$ cat config.mk
export PLATFORM = sky130hd
export DESIGN_NAME = renode_apb4_requester_queue
export DESIGN_NICKNAME = d
export VERILOG_FILES = /design/src/rtl/renode_apb4_requester_queue.sv
export SDC_FILE = /design/constraint.sdc
export NUM_CORES = 1
export LEC_CHECK = 0
export CAP_MARGIN = 20
export CELL_PAD_IN_SITES_DETAIL_PLACEMENT = 1
export CELL_PAD_IN_SITES_GLOBAL_PLACEMENT = 2
export CORE_ASPECT_RATIO = 1.75
export CORE_MARGIN = 3
export CORE_UTILIZATION = 44
export DETAILED_ROUTE_END_ITERATION = 7
export GPL_ROUTABILITY_DRIVEN = 0
export HOLD_SLACK_MARGIN = 0.08
export PLACE_DENSITY_LB_ADDON = 0.1
export SLEW_MARGIN = 20
export SYNTH_ARGS = -nofsm -noshare
export SYNTH_HDL_FRONTEND = slang
export SYNTH_SLANG_ARGS = --single-unit
$ cat constraint.sdc
create_clock -name pclk -period 6.45 [get_ports pclk]
set_input_delay 1.6125 -clock pclk [delete_from_list [all_inputs] [get_ports pclk]]
set_output_delay 1.6125 -clock pclk [all_outputs]
set_load 0.05 [all_outputs]
$ cat src/rtl/renode_apb4_requester_queue.sv
// -----------------------------------------------------------------------------
// renode_apb4_requester_queue
//
// APB4 requester with a request queue and completion buffering. Requests are
// accepted on a valid/ready channel into a QueueDepth-entry FIFO and issued on
// APB4 one at a time. Back-to-back transfers do not need an idle cycle. Each
// completion goes into a 2-entry response FIFO whose head drives the rsp_*
// outputs. An ACCESS phase that waits TimeoutCycles cycles without pready is
// aborted and reported as error+timeout.
//
// Ports
//   pclk, presetn          clock; synchronous active-low reset
//   req_valid/req_ready    request handshake
//   req_write/addr/wdata/strb/prot   request payload
//   rsp_valid/rsp_ready    completion handshake
//   rsp_rdata/error/timeout/write    completion payload (head of response FIFO)
//   paddr/psel/penable/pwrite/pwdata/pstrb/pprot   APB4 requester outputs
//   pready/prdata/pslverr  APB4 completer inputs
// -----------------------------------------------------------------------------
module renode_apb4_requester_queue #(
   parameter int unsigned AddressWidth  = 32,
   parameter int unsigned DataWidth     = 32,
   parameter int unsigned QueueDepth    = 4,
   parameter int unsigned TimeoutCycles = 256
) (
   input  logic                      pclk,
   input  logic                      presetn,
   input  logic                      req_valid,
   output logic                      req_ready,
   input  logic                      req_write,
   input  logic [AddressWidth-1:0]   req_addr,
   input  logic [DataWidth-1:0]      req_wdata,
   input  logic [DataWidth/8-1:0]    req_strb,
   input  logic [2:0]                req_prot,
   output logic                      rsp_valid,
   input  logic                      rsp_ready,
   output logic [DataWidth-1:0]      rsp_rdata,
   output logic                      rsp_error,
   output logic                      rsp_timeout,
   output logic                      rsp_write,
   output logic [AddressWidth-1:0]   paddr,
   output logic                      psel,
   output logic                      penable,
   output logic                      pwrite,
   output logic [DataWidth-1:0]      pwdata,
   output logic [DataWidth/8-1:0]    pstrb,
   output logic [2:0]                pprot,
   input  logic                      pready,
   input  logic [DataWidth-1:0]      prdata,
   input  logic                      pslverr
);

   localparam int unsigned StrbW = DataWidth / 8;
   localparam int unsigned PtrW  = $clog2(QueueDepth);
   localparam int unsigned CntW  = (TimeoutCycles < 2) ? 1 : $clog2(TimeoutCycles + 1);

   typedef enum logic [1:0] {
      S_IDLE,
      S_SETUP,
      S_ACCESS
   } state_e;

   typedef struct packed {
      logic                    write;
      logic [AddressWidth-1:0] addr;
      logic [DataWidth-1:0]    wdata;
      logic [StrbW-1:0]        strb;
      logic [2:0]              prot;
   } req_t;

   typedef struct packed {
      logic [DataWidth-1:0] rdata;
      logic                 error;
      logic                 timeout;
      logic                 write;
   } rsp_t;

   state_e state_q, state_d;

   // ---------------------------------------------------------------------------
   // Request FIFO (extra pointer bit distinguishes full from empty)
   // ---------------------------------------------------------------------------
   req_t          req_mem_q [QueueDepth];
   logic [PtrW:0] req_wr_q, req_wr_d;
   logic [PtrW:0] req_rd_q, req_rd_d;
   logic          req_full;
   logic          req_empty;
   logic          req_push;
   logic          req_pop;
   req_t          req_in;
   req_t          req_head;

   assign req_full  = (req_wr_q[PtrW] != req_rd_q[PtrW]) &&
                      (req_wr_q[PtrW-1:0] == req_rd_q[PtrW-1:0]);
   assign req_empty = (req_wr_q == req_rd_q);
   assign req_ready = presetn && !req_full;
   assign req_push  = req_valid && req_ready;
   assign req_head  = req_mem_q[req_rd_q[PtrW-1:0]];

   always_comb begin
      req_in       = '0;
      req_in.write = req_write;
      req_in.addr  = req_addr;
      req_in.wdata = req_wdata;
      req_in.strb  = req_strb;
      req_in.prot  = req_prot;
   end

   always_comb begin
      req_wr_d = req_wr_q;
      req_rd_d = req_rd_q;
      if (req_push) req_wr_d = req_wr_q + (PtrW+1)'(1);
      if (req_pop)  req_rd_d = req_rd_q + (PtrW+1)'(1);
   end

   always_ff @(posedge pclk) begin
      if (!presetn) begin
         req_wr_q <= '0;
         req_rd_q <= '0;
      end else begin
         req_wr_q <= req_wr_d;
         req_rd_q <= req_rd_d;
      end
   end

   always_ff @(posedge pclk) begin
      if (req_push) req_mem_q[req_wr_q[PtrW-1:0]] <= req_in;
   end

   // ---------------------------------------------------------------------------
   // Response FIFO (2 entries)
   // ---------------------------------------------------------------------------
   rsp_t       rsp_mem_q [2];
   logic       rsp_wr_q, rsp_wr_d;
   logic       rsp_rd_q, rsp_rd_d;
   logic [1:0] rsp_cnt_q, rsp_cnt_d;
   logic       rsp_push;
   logic       rsp_pop;
   rsp_t       rsp_in;
   rsp_t       rsp_head;
   logic [1:0] rsp_cnt_after_pop;
   logic       room_idle;
   logic       room_cmpl;

   assign rsp_valid   = (rsp_cnt_q != 2'd0);
   assign rsp_pop     = rsp_valid && rsp_ready;
   assign rsp_head    = rsp_mem_q[rsp_rd_q];
   assign rsp_rdata   = rsp_head.rdata;
   assign rsp_error   = rsp_head.error;
   assign rsp_timeout = rsp_head.timeout;
   assign rsp_write   = rsp_head.write;

   // A new transfer may only start if the response FIFO will hold at most one
   // entry once this edge's pop (and, on completion, this edge's push) land, so
   // the eventual completion always finds a free slot.
   assign rsp_cnt_after_pop = rsp_cnt_q - {1'b0, rsp_pop};
   assign room_idle         = (rsp_cnt_after_pop <= 2'd1);
   assign room_cmpl         = (rsp_cnt_after_pop == 2'd0);

   always_comb begin
      rsp_wr_d  = rsp_wr_q;
      rsp_rd_d  = rsp_rd_q;
      rsp_cnt_d = rsp_cnt_q;
      if (rsp_push) rsp_wr_d = ~rsp_wr_q;
      if (rsp_pop)  rsp_rd_d = ~rsp_rd_q;
      if (rsp_push && !rsp_pop)      rsp_cnt_d = rsp_cnt_q + 2'd1;
      else if (!rsp_push && rsp_pop) rsp_cnt_d = rsp_cnt_q - 2'd1;
   end

   always_ff @(posedge pclk) begin
      if (!presetn) begin
         rsp_wr_q  <= 1'b0;
         rsp_rd_q  <= 1'b0;
         rsp_cnt_q <= 2'd0;
      end else begin
         rsp_wr_q  <= rsp_wr_d;
         rsp_rd_q  <= rsp_rd_d;
         rsp_cnt_q <= rsp_cnt_d;
      end
   end

   always_ff @(posedge pclk) begin
      if (rsp_push) rsp_mem_q[rsp_wr_q] <= rsp_in;
   end

   // ---------------------------------------------------------------------------
   // Transfer FSM, ACCESS-cycle counter and registered APB outputs
   // ---------------------------------------------------------------------------
   logic [CntW-1:0]         tmo_q, tmo_d;
   logic                    tmo_hit;
   logic                    psel_q, psel_d;
   logic                    penable_q, penable_d;
   logic                    pwrite_q, pwrite_d;
   logic [AddressWidth-1:0] paddr_q, paddr_d;
   logic [DataWidth-1:0]    pwdata_q, pwdata_d;
   logic [StrbW-1:0]        pstrb_q, pstrb_d;
   logic [2:0]              pprot_q, pprot_d;

   assign tmo_hit = (TimeoutCycles != 0) && (tmo_q == CntW'(TimeoutCycles));

   always_comb begin
      state_d  = state_q;
      req_pop  = 1'b0;
      rsp_push = 1'b0;
      rsp_in   = '0;
      tmo_d    = tmo_q;

      unique case (state_q)
         S_IDLE: begin
            if (!req_empty && room_idle) state_d = S_SETUP;
         end
         S_SETUP: begin
            state_d = S_ACCESS;
            req_pop = 1'b1;
            tmo_d   = CntW'(1);
         end
         S_ACCESS: begin
            if (pready) begin
               rsp_push      = 1'b1;
               rsp_in.rdata  = pwrite_q ? '0 : prdata;
               rsp_in.error  = pslverr;
               rsp_in.write  = pwrite_q;
               state_d       = (!req_empty && room_cmpl) ? S_SETUP : S_IDLE;
            end else if (tmo_hit) begin
               rsp_push       = 1'b1;
               rsp_in.error   = 1'b1;
               rsp_in.timeout = 1'b1;
               rsp_in.write   = pwrite_q;
               state_d        = S_IDLE;
            end else if (TimeoutCycles != 0) begin
               tmo_d = tmo_q + CntW'(1);
            end
         end
         default: state_d = S_IDLE;
      endcase

      if (state_d == S_SETUP) tmo_d = '0;
   end

   // APB outputs are registered from the next state. Entering SETUP loads the
   // current FIFO head (the previous request was already popped on its own
   // SETUP->ACCESS edge), ACCESS holds, IDLE clears.
   always_comb begin
      psel_d    = 1'b0;
      penable_d = 1'b0;
      pwrite_d  = 1'b0;
      paddr_d   = '0;
      pwdata_d  = '0;
      pstrb_d   = '0;
      pprot_d   = '0;
      unique case (state_d)
         S_SETUP: begin
            psel_d   = 1'b1;
            pwrite_d = req_head.write;
            paddr_d  = req_head.addr;
            pwdata_d = req_head.write ? req_head.wdata : '0;
            pstrb_d  = req_head.write ? req_head.strb  : '0;
            pprot_d  = req_head.prot;
         end
         S_ACCESS: begin
            psel_d    = 1'b1;
            penable_d = 1'b1;
            pwrite_d  = pwrite_q;
            paddr_d   = paddr_q;
            pwdata_d  = pwdata_q;
            pstrb_d   = pstrb_q;
            pprot_d   = pprot_q;
         end
         default: ;
      endcase
   end

   always_ff @(posedge pclk) begin
      if (!presetn) begin
         state_q   <= S_IDLE;
         tmo_q     <= '0;
         psel_q    <= 1'b0;
         penable_q <= 1'b0;
         pwrite_q  <= 1'b0;
         paddr_q   <= '0;
         pwdata_q  <= '0;
         pstrb_q   <= '0;
         pprot_q   <= '0;
      end else begin
         state_q   <= state_d;
         tmo_q     <= tmo_d;
         psel_q    <= psel_d;
         penable_q <= penable_d;
         pwrite_q  <= pwrite_d;
         paddr_q   <= paddr_d;
         pwdata_q  <= pwdata_d;
         pstrb_q   <= pstrb_d;
         pprot_q   <= pprot_d;
      end
   end

   assign psel    = psel_q;
   assign penable = penable_q;
   assign pwrite  = pwrite_q;
   assign paddr   = paddr_q;
   assign pwdata  = pwdata_q;
   assign pstrb   = pstrb_q;
   assign pprot   = pprot_q;

endmodule

==> results of run 1 <==
## cells in the final DEF, fill, tap and decap left out, types with 10 or more instances in the layout
cell,instances
sky130_fd_sc_hd__clkbuf_1,10
sky130_fd_sc_hd__mux4_2,72
sky130_fd_sc_hd__mux2_2,36
sky130_fd_sc_hd__xor2_1,10
sky130_fd_sc_hd__edfxtp_1,358
sky130_fd_sc_hd__clkdlybuf4s50_1,220
sky130_fd_sc_hd__and2_1,37
sky130_fd_sc_hd__ha_1,11
sky130_fd_sc_hd__a22oi_1,42
sky130_fd_sc_hd__clkbuf_16,43
sky130_fd_sc_hd__inv_1,10
sky130_fd_sc_hd__dfxtp_1,96
sky130_fd_sc_hd__a22oi_2,29
sky130_fd_sc_hd__buf_4,14
sky130_fd_sc_hd__nor2_1,87
## worst max-delay path, cell delays in order
cell,delay [ns]
sky130_fd_sc_hd__clkdlybuf4s50_1,0.71
sky130_fd_sc_hd__clkinv_2,0.11
sky130_fd_sc_hd__nor2_1,0.13
sky130_fd_sc_hd__clkdlybuf4s50_1,0.81
## through the flow
stage | utilization | worst slack, ns
after detailed placement | 0.520 | 1.45
final | 0.558 | 1.45
after global routing | 0.558 | 1.37
after global placement | 0.519 | 1.51
after floorplan | - | 1.72
after CTS | 0.558 | 1.44
## metal layers
layer  wire length (um)  share of wire  up-vias
met5                 29        0.00075        -
met4                775          0.020        4
met3               2040          0.053       52
met2              21500           0.56      220
met1              14100           0.37     4629
li1                   -              -     4038
## flip-flops by register name, summed over array words and instances (netlist names), 3 cells and up, named ones only
| name | flops |
|---|---|
| req_rd_q | 3 |
| req_wr_q | 3 |
| pprot | 3 |
| req_mem_q | 288 |
| pstrb | 4 |
| rsp_mem_q | 70 |
| tmo_q | 9 |
| pwdata | 32 |
| paddr | 32 |
## kinds of logic after synthesis
group | Yosys count
fa+ha+maj | 12
buf+inv | 62
compound gates | 92
flops | 456
simple gates | 173
mux | 109
xor+xnor | 13
## report_power, final
part / switching, uW / internal [uW]
Clock: 1040 / 1540
Sequential: 153 / 3370
Combinational: 1240 / 758
Total: 2430 / 5670
## final timing paths
path,start,to,slack (ns),depth (start not counted)
max,presetn,req_ready,1.45,4
min,rsp_wr_q$_SDFFE_PN0P_,rsp_wr_q$_SDFFE_PN0P_,0.50,2
min reg2reg,rsp_wr_q$_SDFFE_PN0P_,rsp_wr_q$_SDFFE_PN0P_,0.50,2
max reg2reg,tmo_q[0]$_SDFFE_PP0P_,pwdata[19]$_SDFFE_PN0P_,2.82,12
## area by class of cell
cell class              instances  area (sq um)
diodes                          1          2.50
clock inverters                21           287
fillers                      3437         16700
repair buffers                235          2320
well taps                     480           601
clock buffers                  56          1150
flip-flops and latches        456         12700
inverters                      11          42.5
multi-input cells             399          4000
==> metrics, run 1 <==
share of final-layout standard cells stronger than drive strength 1=0.194; final instance area=21100 sq um; sequential share of the synthesized area=0.750; Power, Total=8100 uW; setup total negative slack=0 ns; overall global routing resource usage=0.187; flip-flop cell with the highest count after synthesis=sky130_fd_sc_hd__edfxtp_1; post-synth top area cell=sky130_fd_sc_hd__edfxtp_1; Via Count=between 8000 and 9000; most frequent cells after synthesis=sky130_fd_sc_hd__edfxtp_1, sky130_fd_sc_hd__dfxtp_1, sky130_fd_sc_hd__nor2_1, sky130_fd_sc_hd__mux4_2, sky130_fd_sc_hd__a22oi_1; average footprint of a synthesized cell=between 15 and 20 sq um; Tcrit/Tclk final=0.775; worst slew margin relative to its limit=0.286; clock tree sinks=456; sum of overflow across all layers after global routing=0; I/O Pins=221; placed wire-length estimate after detailed placement=23200 um; Critical Path End Type=output port; DIE WIDTH=154 um; wire length of the first global-routing pass=approximately 60000 um; insertion delay of the later-clocked pin in the worst-skew pair=0.54 ns; maximum net fanout on the critical path=10; Top Usage Layer GRT=met2; reported max-cap violation count=0; final hold violation count=0; overall die height=approximately 270 um; remaining antenna violation count after routing=0; highest attainable clock frequency=200 MHz; summed instance area of the synthesized netlist=17000 sq um; wirelength, routed=38400 um; run status=finished clean; final count of pins violating max slew=0; placeable core region=37900 sq um; TritonCTS clock tree=done; root buffer cell=sky130_fd_sc_hd__clkbuf_16; Post-Route Skew=0.0188 ns; unrepaired setup endpoints after global routing=no; post-placement cell area=19700 sq um; effective utilization at floorplan=0.448; post-synth top area share=0.634; largest net degree at the start of global routing=62; Power Density=383 nW/um^2; class of the tightest hold or removal check=reg -> reg; peak supply drop=0.000300 V; arrival time worst endpoint=3.39 ns; min Tclk post-route=5.00 ns; XOR/XNOR Fraction of Synth Area=0.00672; final instance count without filler cells=1659; standard-cell row count=94; post-DR wirelength/cell=23.2 um; clock transition at the registers of the reported paths=around 0.06 ns; number of H-tree branching levels=2; adder and majority cell fraction of the synthesized area=0.00886; number of synthesized register bits=between 400 and 500; routed vias/inst=roughly 5.4; detailed-router iteration count before antenna repair=4; post-synthesis async set-or-reset flop share=0; # resized after CTS=0; net count after synthesis=1039; die area=41000 sq um; area grow syn2layout=24.7%; maximum count of clock buffers along a single path=3; Critical Path RT=4.84 ns; number of antenna violations at the first check in global routing=4; vias in the first global route=9869; largest family of logic cells by synthesized area=multiplexers; most used standard cell by instance count after synthesis=sky130_fd_sc_hd__edfxtp_1; total of endpoints with negative setup slack in the final report=0; final hold slack=0.498 ns; met2 track utilization from global routing=0.359; number of buffers created by CTS=42; post-CTS setup buffer count=0; count of different cell masters after synthesis=44; number of nets in the layout=1267; met1 usage in global routing=0.205; top cells by area in the synthesized netlist=sky130_fd_sc_hd__edfxtp_1, sky130_fd_sc_hd__dfxtp_1, sky130_fd_sc_hd__mux4_2; post-synthesis simple-gate area fraction=0.0500; Global Route met3 Usage=0.0438; number of port buffers=220; critical path startpoint category=input port; mux share of post-synthesis cell area=0.120; number of hold buffers added after CTS=0; WS Path Type=in -> out; leak pwr=0.00688 uW; slew at the pin closest to its max-slew limit=1.07 ns; number of synthesized flops with an enable pin=358; count of mapped cells out of synthesis=just over 900; DRC violation count after routing=0; placed insts=between 1500 and 2000; DRT iter0 DRCs=480; warnings from Yosys=0; post-synthesis compound-gate area fraction=0.0479
Note: power is estimated with default switching activity, not from simulation.
==> run 2: changes to the inputs <==
CORE_UTILIZATION = 37   (was 44)
clock period = 4.08 ns   (was 6.45 ns; I/O delays follow)
==> run 2 against run 1 <==
  * Non-clock buffer count increased by 6
  * Final area increased by 1.2%
  * Die area increased by 18%
  * Critical endpoint is now rsp_rdata[8]
  * Critical path type is now reg -> out
  * Register-to-register slack got worse by 1.7 ns
  * Worst setup slack got worse by 0.77 ns
==> metrics, run 2 (synthesis results as in run 1) <==
run status=finished clean; # resized after CTS=0; flip-flop count of the largest register, all copies and words added=288; NetSw=a little under 4000 uW; final instance area=21400 sq um; number of buffers created by CTS=43; insertion delay of the later-clocked pin in the worst-skew pair=roughly 0.54 ns; Fillers=4262; post-DR wirelength/cell=about 22 um; vias in the first global route=9949; number of H-tree branching levels=2; Via Count=8994; worst slew margin relative to its limit=0.435; Post-Route Skew=0.0122 ns; Critical Path RT=3.06 ns; largest net degree at the start of global routing=73; Tcrit/Tclk final=0.832; detailed-router iteration count before antenna repair=6; die area=approximately 49000 sq um; maximum count of clock buffers along a single path=3; root buffer cell=sky130_fd_sc_hd__clkbuf_16; TritonCTS clock tree=done; area grow syn2layout=26.2%; clock power share=0.311; I/O Pins=between 200 and 250; DIE WIDTH=168 um; WS Path Type=reg -> out; unrepaired setup endpoints after global routing=no; class of the tightest hold or removal check=reg -> reg; placed wire-length estimate after detailed placement=between 20000 and 25000 um; number of antenna violations at the first check in global routing=2; overall die height=289 um; setup total negative slack=0 ns; sum of overflow across all layers after global routing=0; fraction of power consumed by sequential logic=0.435; number of nets in the layout=1274; overall global routing resource usage=0.161; number of hold buffers added after CTS=0; total internal power=between 8000 and 9000 uW; arrival time worst endpoint=~2.4 ns; final hold violation count=0; clock tree sinks=456; post-placement cell area=20000 sq um; Power, Total=12800 uW; placeable core region=45200 sq um; share of total power consumed by net switching=0.304; Layout Utilization=0.473; effective utilization at floorplan=0.375; post-CTS setup buffer count=0; commonest cells after routing, fill and taps aside=sky130_fd_sc_hd__edfxtp_1, sky130_fd_sc_hd__clkdlybuf4s50_1, sky130_fd_sc_hd__dfxtp_1, sky130_fd_sc_hd__nor2_1, sky130_fd_sc_hd__mux4_2; standard-cell row count=103; leading cell type in the layout, fill and taps excluded=sky130_fd_sc_hd__edfxtp_1; critical path startpoint category=flop; DRT iter0 DRCs=410; share of final-layout standard cells stronger than drive strength 1=0.199; wire length of the first global-routing pass=around 60000 um; total of endpoints with negative setup slack in the final report=0; DRC violation count after routing=0; reported max-cap violation count=0; wirelength, routed=approximately 39000 um; min Tclk post-route=3.39 ns; Power Density=~600 nW/um^2; maximum net fanout on the critical path=35; routed vias/inst=5.10; number of port buffers=220; Critical Path End Type=output port; final hold slack=0.512 ns; final count of pins violating max slew=0; leak pwr=0.00694 uW; slew at the pin closest to its max-slew limit=0.848 ns; highest attainable clock frequency=between 200 and 300 MHz; peak supply drop=0.000409 V; clock transition at the registers of the reported paths=0.06 ns; remaining antenna violation count after routing=0; logic gate share of total power=0.254
==> run 2: metrics by stage <==
step	std cells	setup WS, ns
global placement	1684	0.396
finish	1763	0.686
floorplan	917	0.532
CTS	1762	0.598
detailed placement	1684	0.346
global route	1762	0.577
==> run 2: critical path: stages (launching register included) <==
cell	delay [ns]
sky130_fd_sc_hd__dfxtp_2	0.31
sky130_fd_sc_hd__buf_4	0.41
sky130_fd_sc_hd__mux2_2	0.40
sky130_fd_sc_hd__clkdlybuf4s50_1	0.70
==> run 2: final timing paths <==
check,start,to,slack (ns),depth (start not counted)
max,flop,rsp_rdata[8],0.69,3
min reg2reg,paddr[9]$_SDFFE_PN0P_,paddr[9]$_SDFFE_PN0P_,0.51,2
min,paddr[9]$_SDFFE_PN0P_,paddr[9]$_SDFFE_PN0P_,0.51,2
max reg2reg,tmo_q[0]$_SDFFE_PP0P_,pstrb[0]$_SDFFE_PN0P_,1.15,12
==> run 2: power by group through the flow <==
stage,combinational [uW],sequential [uW],clock [uW]
2_1_floorplan,1760,6030,0
3_3_place_gp,3270,5650,0
3_5_place_dp,3300,5670,0
4_1_cts,3310,5570,4100
5_1_grt,3490,5600,4290
6_report,3250,5550,3970
==> run 2: per-layer routing <==
metal,up-vias,global-route usage,share of wire
met3,53,0.0367,0.055
met4,2,0.0418,0.019
met2,215,0.308,0.55
li1,4060,-,-
met1,4664,0.180,0.38
met5,-,0,0.00033
==> run 2: cell type report <==
cell class / instances / area (sq um) / share of cell area
Sequential cell: 456 / 12700 / 0.595
Multi-Input combinational cell: 399 / 4010 / 0.187
Timing Repair Buffer: 241 / 2480 / 0.116
Clock buffer: 64 / 1300 / 0.0607
Tap cell: 577 / 722 / 0.0337
Clock inverter: 14 / 114 / 0.00532
Inverter: 11 / 42.5 / 0.00199
Antenna cell: 1 / 2.50 / 0.000117
==> run 3: changes to the inputs <==
clock period = 2.97 ns   (was 4.08 ns; I/O delays follow)
==> run 3 against run 2 <==
  * Combinational power rose by 44%
  * Clock skew rose by 0.015 ns
  * Sequential share of layout area fell by 0.87 points
  * Largest cell class unchanged
  * Sequential power rose by 36%
  * Flip-flop and latch count did not move
  * Highest routed layer is now met4
  * Clock power rose by 37%
  * Final area rose by 1.5%
  * Critical path type unchanged
  * Core utilization rose by 0.70 points
==> metrics, run 3 (synthesis results as in run 1) <==
clock transition at the registers of the reported paths=~0.070 ns; fraction of power consumed by sequential logic=0.427; Layout Utilization=0.480; flip-flop count of the largest register, all copies and words added=288; Endpoint, Worst Hold=tmo_q[4]$_SDFFE_PP0P_; placed wire-length estimate after detailed placement=between 20000 and 30000 um; clock tree sinks=456; number of antenna violations at the first check in global routing=1; remaining antenna violation count after routing=0; wirelength, routed=39800 um; vias in the first global route=10000; Power Density=814 nW/um^2; run status=finished clean; number of buffers created by CTS=43; routed vias/inst=5.08; overall global routing resource usage=0.160; wire length of the first global-routing pass=59900 um; post-CTS setup buffer count=0; Via Count=9066; leading cell type in the layout, fill and taps excluded=sky130_fd_sc_hd__edfxtp_1; biggest cell delay along the critical path=0.72 ns; final hold violation count=0; area grow syn2layout=28.1%; final instance area=approximately 22000 sq um; clock power share=0.307; Post-Route Skew=approximately 0.028 ns; chain of cells forming the critical path=or2_2 -> clkdlybuf4s50_1; share of total power consumed by net switching=0.308; TritonCTS clock tree=done; Tcrit/Tclk final=0.895; Fillers=4247; register-to-register setup slack=0.35 ns; total internal power=12200 uW; final count of pins violating max slew=0; share of final-layout standard cells stronger than drive strength 1=0.217; sum of overflow across all layers after global routing=0; root buffer cell=sky130_fd_sc_hd__clkbuf_16; leak pwr=0.00729 uW; reported max-cap violation count=0; largest net degree at the start of global routing=87; CP max-delay cell=sky130_fd_sc_hd__clkdlybuf4s50_1; Critical R2R Launch=rsp_cnt_q[0]$_SDFFE_PN0P_; final hold slack=0.504 ns; detailed-router iteration count before antenna repair=4; worst slew margin relative to its limit=0.591; HP Start=tmo_q[4]$_SDFFE_PP0P_; Critical Path RT=2.23 ns; highest attainable clock frequency=between 300 and 400 MHz; commonest cells after routing, fill and taps aside=sky130_fd_sc_hd__edfxtp_1, sky130_fd_sc_hd__clkdlybuf4s50_1, sky130_fd_sc_hd__dfxtp_1, sky130_fd_sc_hd__nor2_1, sky130_fd_sc_hd__mux4_2; maximum count of clock buffers along a single path=3; slew at the pin closest to its max-slew limit=a little over 0.6 ns; post-DR wirelength/cell=roughly 22 um; Critical Path End Type=output port; min Tclk post-route=around 2.7 ns; class of the tightest hold or removal check=reg -> reg; unrepaired setup endpoints after global routing=no; number of nets in the layout=1295; NetSw=5440 uW; die area=~49000 sq um; count of cells along the worst register-to-register path=13; WS Path Type=reg -> out; insertion delay of the later-clocked pin in the worst-skew pair=0.56 ns; critical path startpoint category=flop; number of port buffers=220; I/O Pins=221; standard-cell row count=just over 100; Worst Hold Path Cells=2; DRC violation count after routing=0; arrival time worst endpoint=1.92 ns; peak supply drop=0.000574 V; setup total negative slack=0 ns; maximum net fanout on the critical path=4; overall die height=a little under 300 um; total of endpoints with negative setup slack in the final report=0; number of H-tree branching levels=2; placeable core region=roughly 45000 sq um; DIE WIDTH=168 um; DRT iter0 DRCs=330; effective utilization at floorplan=0.375; logic gate share of total power=0.265; post-placement cell area=20300 sq um; worst r2r dst=pwdata[31]$_SDFFE_PN0P_
-- run 3: cell types whose count changed in the layout (fill, tap and decap cells not counted), moves of 2 or more --
| cell | change |
|---|---|
| sky130_fd_sc_hd__buf_12 | +10 |
| sky130_fd_sc_hd__dlygate4sd2_1 | +12 |
| sky130_fd_sc_hd__clkbuf_16 | -2 |
| sky130_fd_sc_hd__buf_4 | +11 |
| sky130_fd_sc_hd__inv_6 | +2 |
| sky130_fd_sc_hd__dlymetal6s2s_1 | +23 |
| sky130_fd_sc_hd__clkdlybuf4s50_1 | -35 |
-- run 3: critical path: cells and delay by family (launching register included) --
family | cells | cell delay [ns]
buffers and inverters | 1 | 0.72
and+or+nand+nor | 1 | 0.31
DFF | 1 | 0.35
-- run 3: metrics by stage --
stage                     total power, uW  setup WS (ns)  std cells
after floorplan                     10700        0.00209        917
after global placement              12500         -0.177       1705
after detailed placement            12500         -0.250       1705
after CTS                           18000       0.000151       1785
after global routing                18500          0.125       1785
final                               17700          0.312       1786
-- run 3: power by group through the flow --
stage               clock network, uW  registers [uW]  logic (uW)
floorplan                           0            8280        2430
global placement                    0            7680        4780
detailed placement                  0            7700        4830
CTS                              5630            7560        4820
global route                     5860            7590        5020
finish                           5430            7550        4690
-- run 3: metal layers --
metal  up-vias  GRT usage  routed length [um]
met5         -          0                   0
li1       4104          -                   -
met1      4692      0.178               14800
met4         0     0.0432                 829
met2       221      0.310               22200
met3        49     0.0321                1990
-- run 3: final cells by class --
type	instances	area (sq um)	area share
sequential	456	12700	0.586
multi-input combinational	399	4010	0.185
timing repair buffer	262	2810	0.129
clock buffer	60	1230	0.0567
tap	577	722	0.0333
clock inverter	20	169	0.00778
inverter	11	42.5	0.00196
antenna	1	2.50	0.000115
-- run 3: how the worst max path moves through the flow --
| stage | startpoint | endpoint | cells after the start |
|---|---|---|---|
| floorplan | rsp_cnt_q[0]$_SDFFE_PN0P_ | pwdata[10]$_SDFFE_PN0P_ | 15 |
| global placement | pready | pstrb[0]$_SDFFE_PN0P_ | 11 |
| detailed placement | pready | pwdata[31]$_SDFFE_PN0P_ | 11 |
| CTS | flop | rsp_rdata[16] | 3 |
| global route | rsp_cnt_q[0]$_SDFFE_PN0P_ | pstrb[0]$_SDFFE_PN0P_ | 13 |
| finish | rsp_cnt_q[0]$_SDFFE_PN0P_ | rsp_valid | 2 |
-- run 3: timing repair --
action / in CTS / in global routing
resized for setup: 12 / 23
hold buffers: 0 / 0
setup endpoints to repair: 12 / 23
cloned: 0 / 0
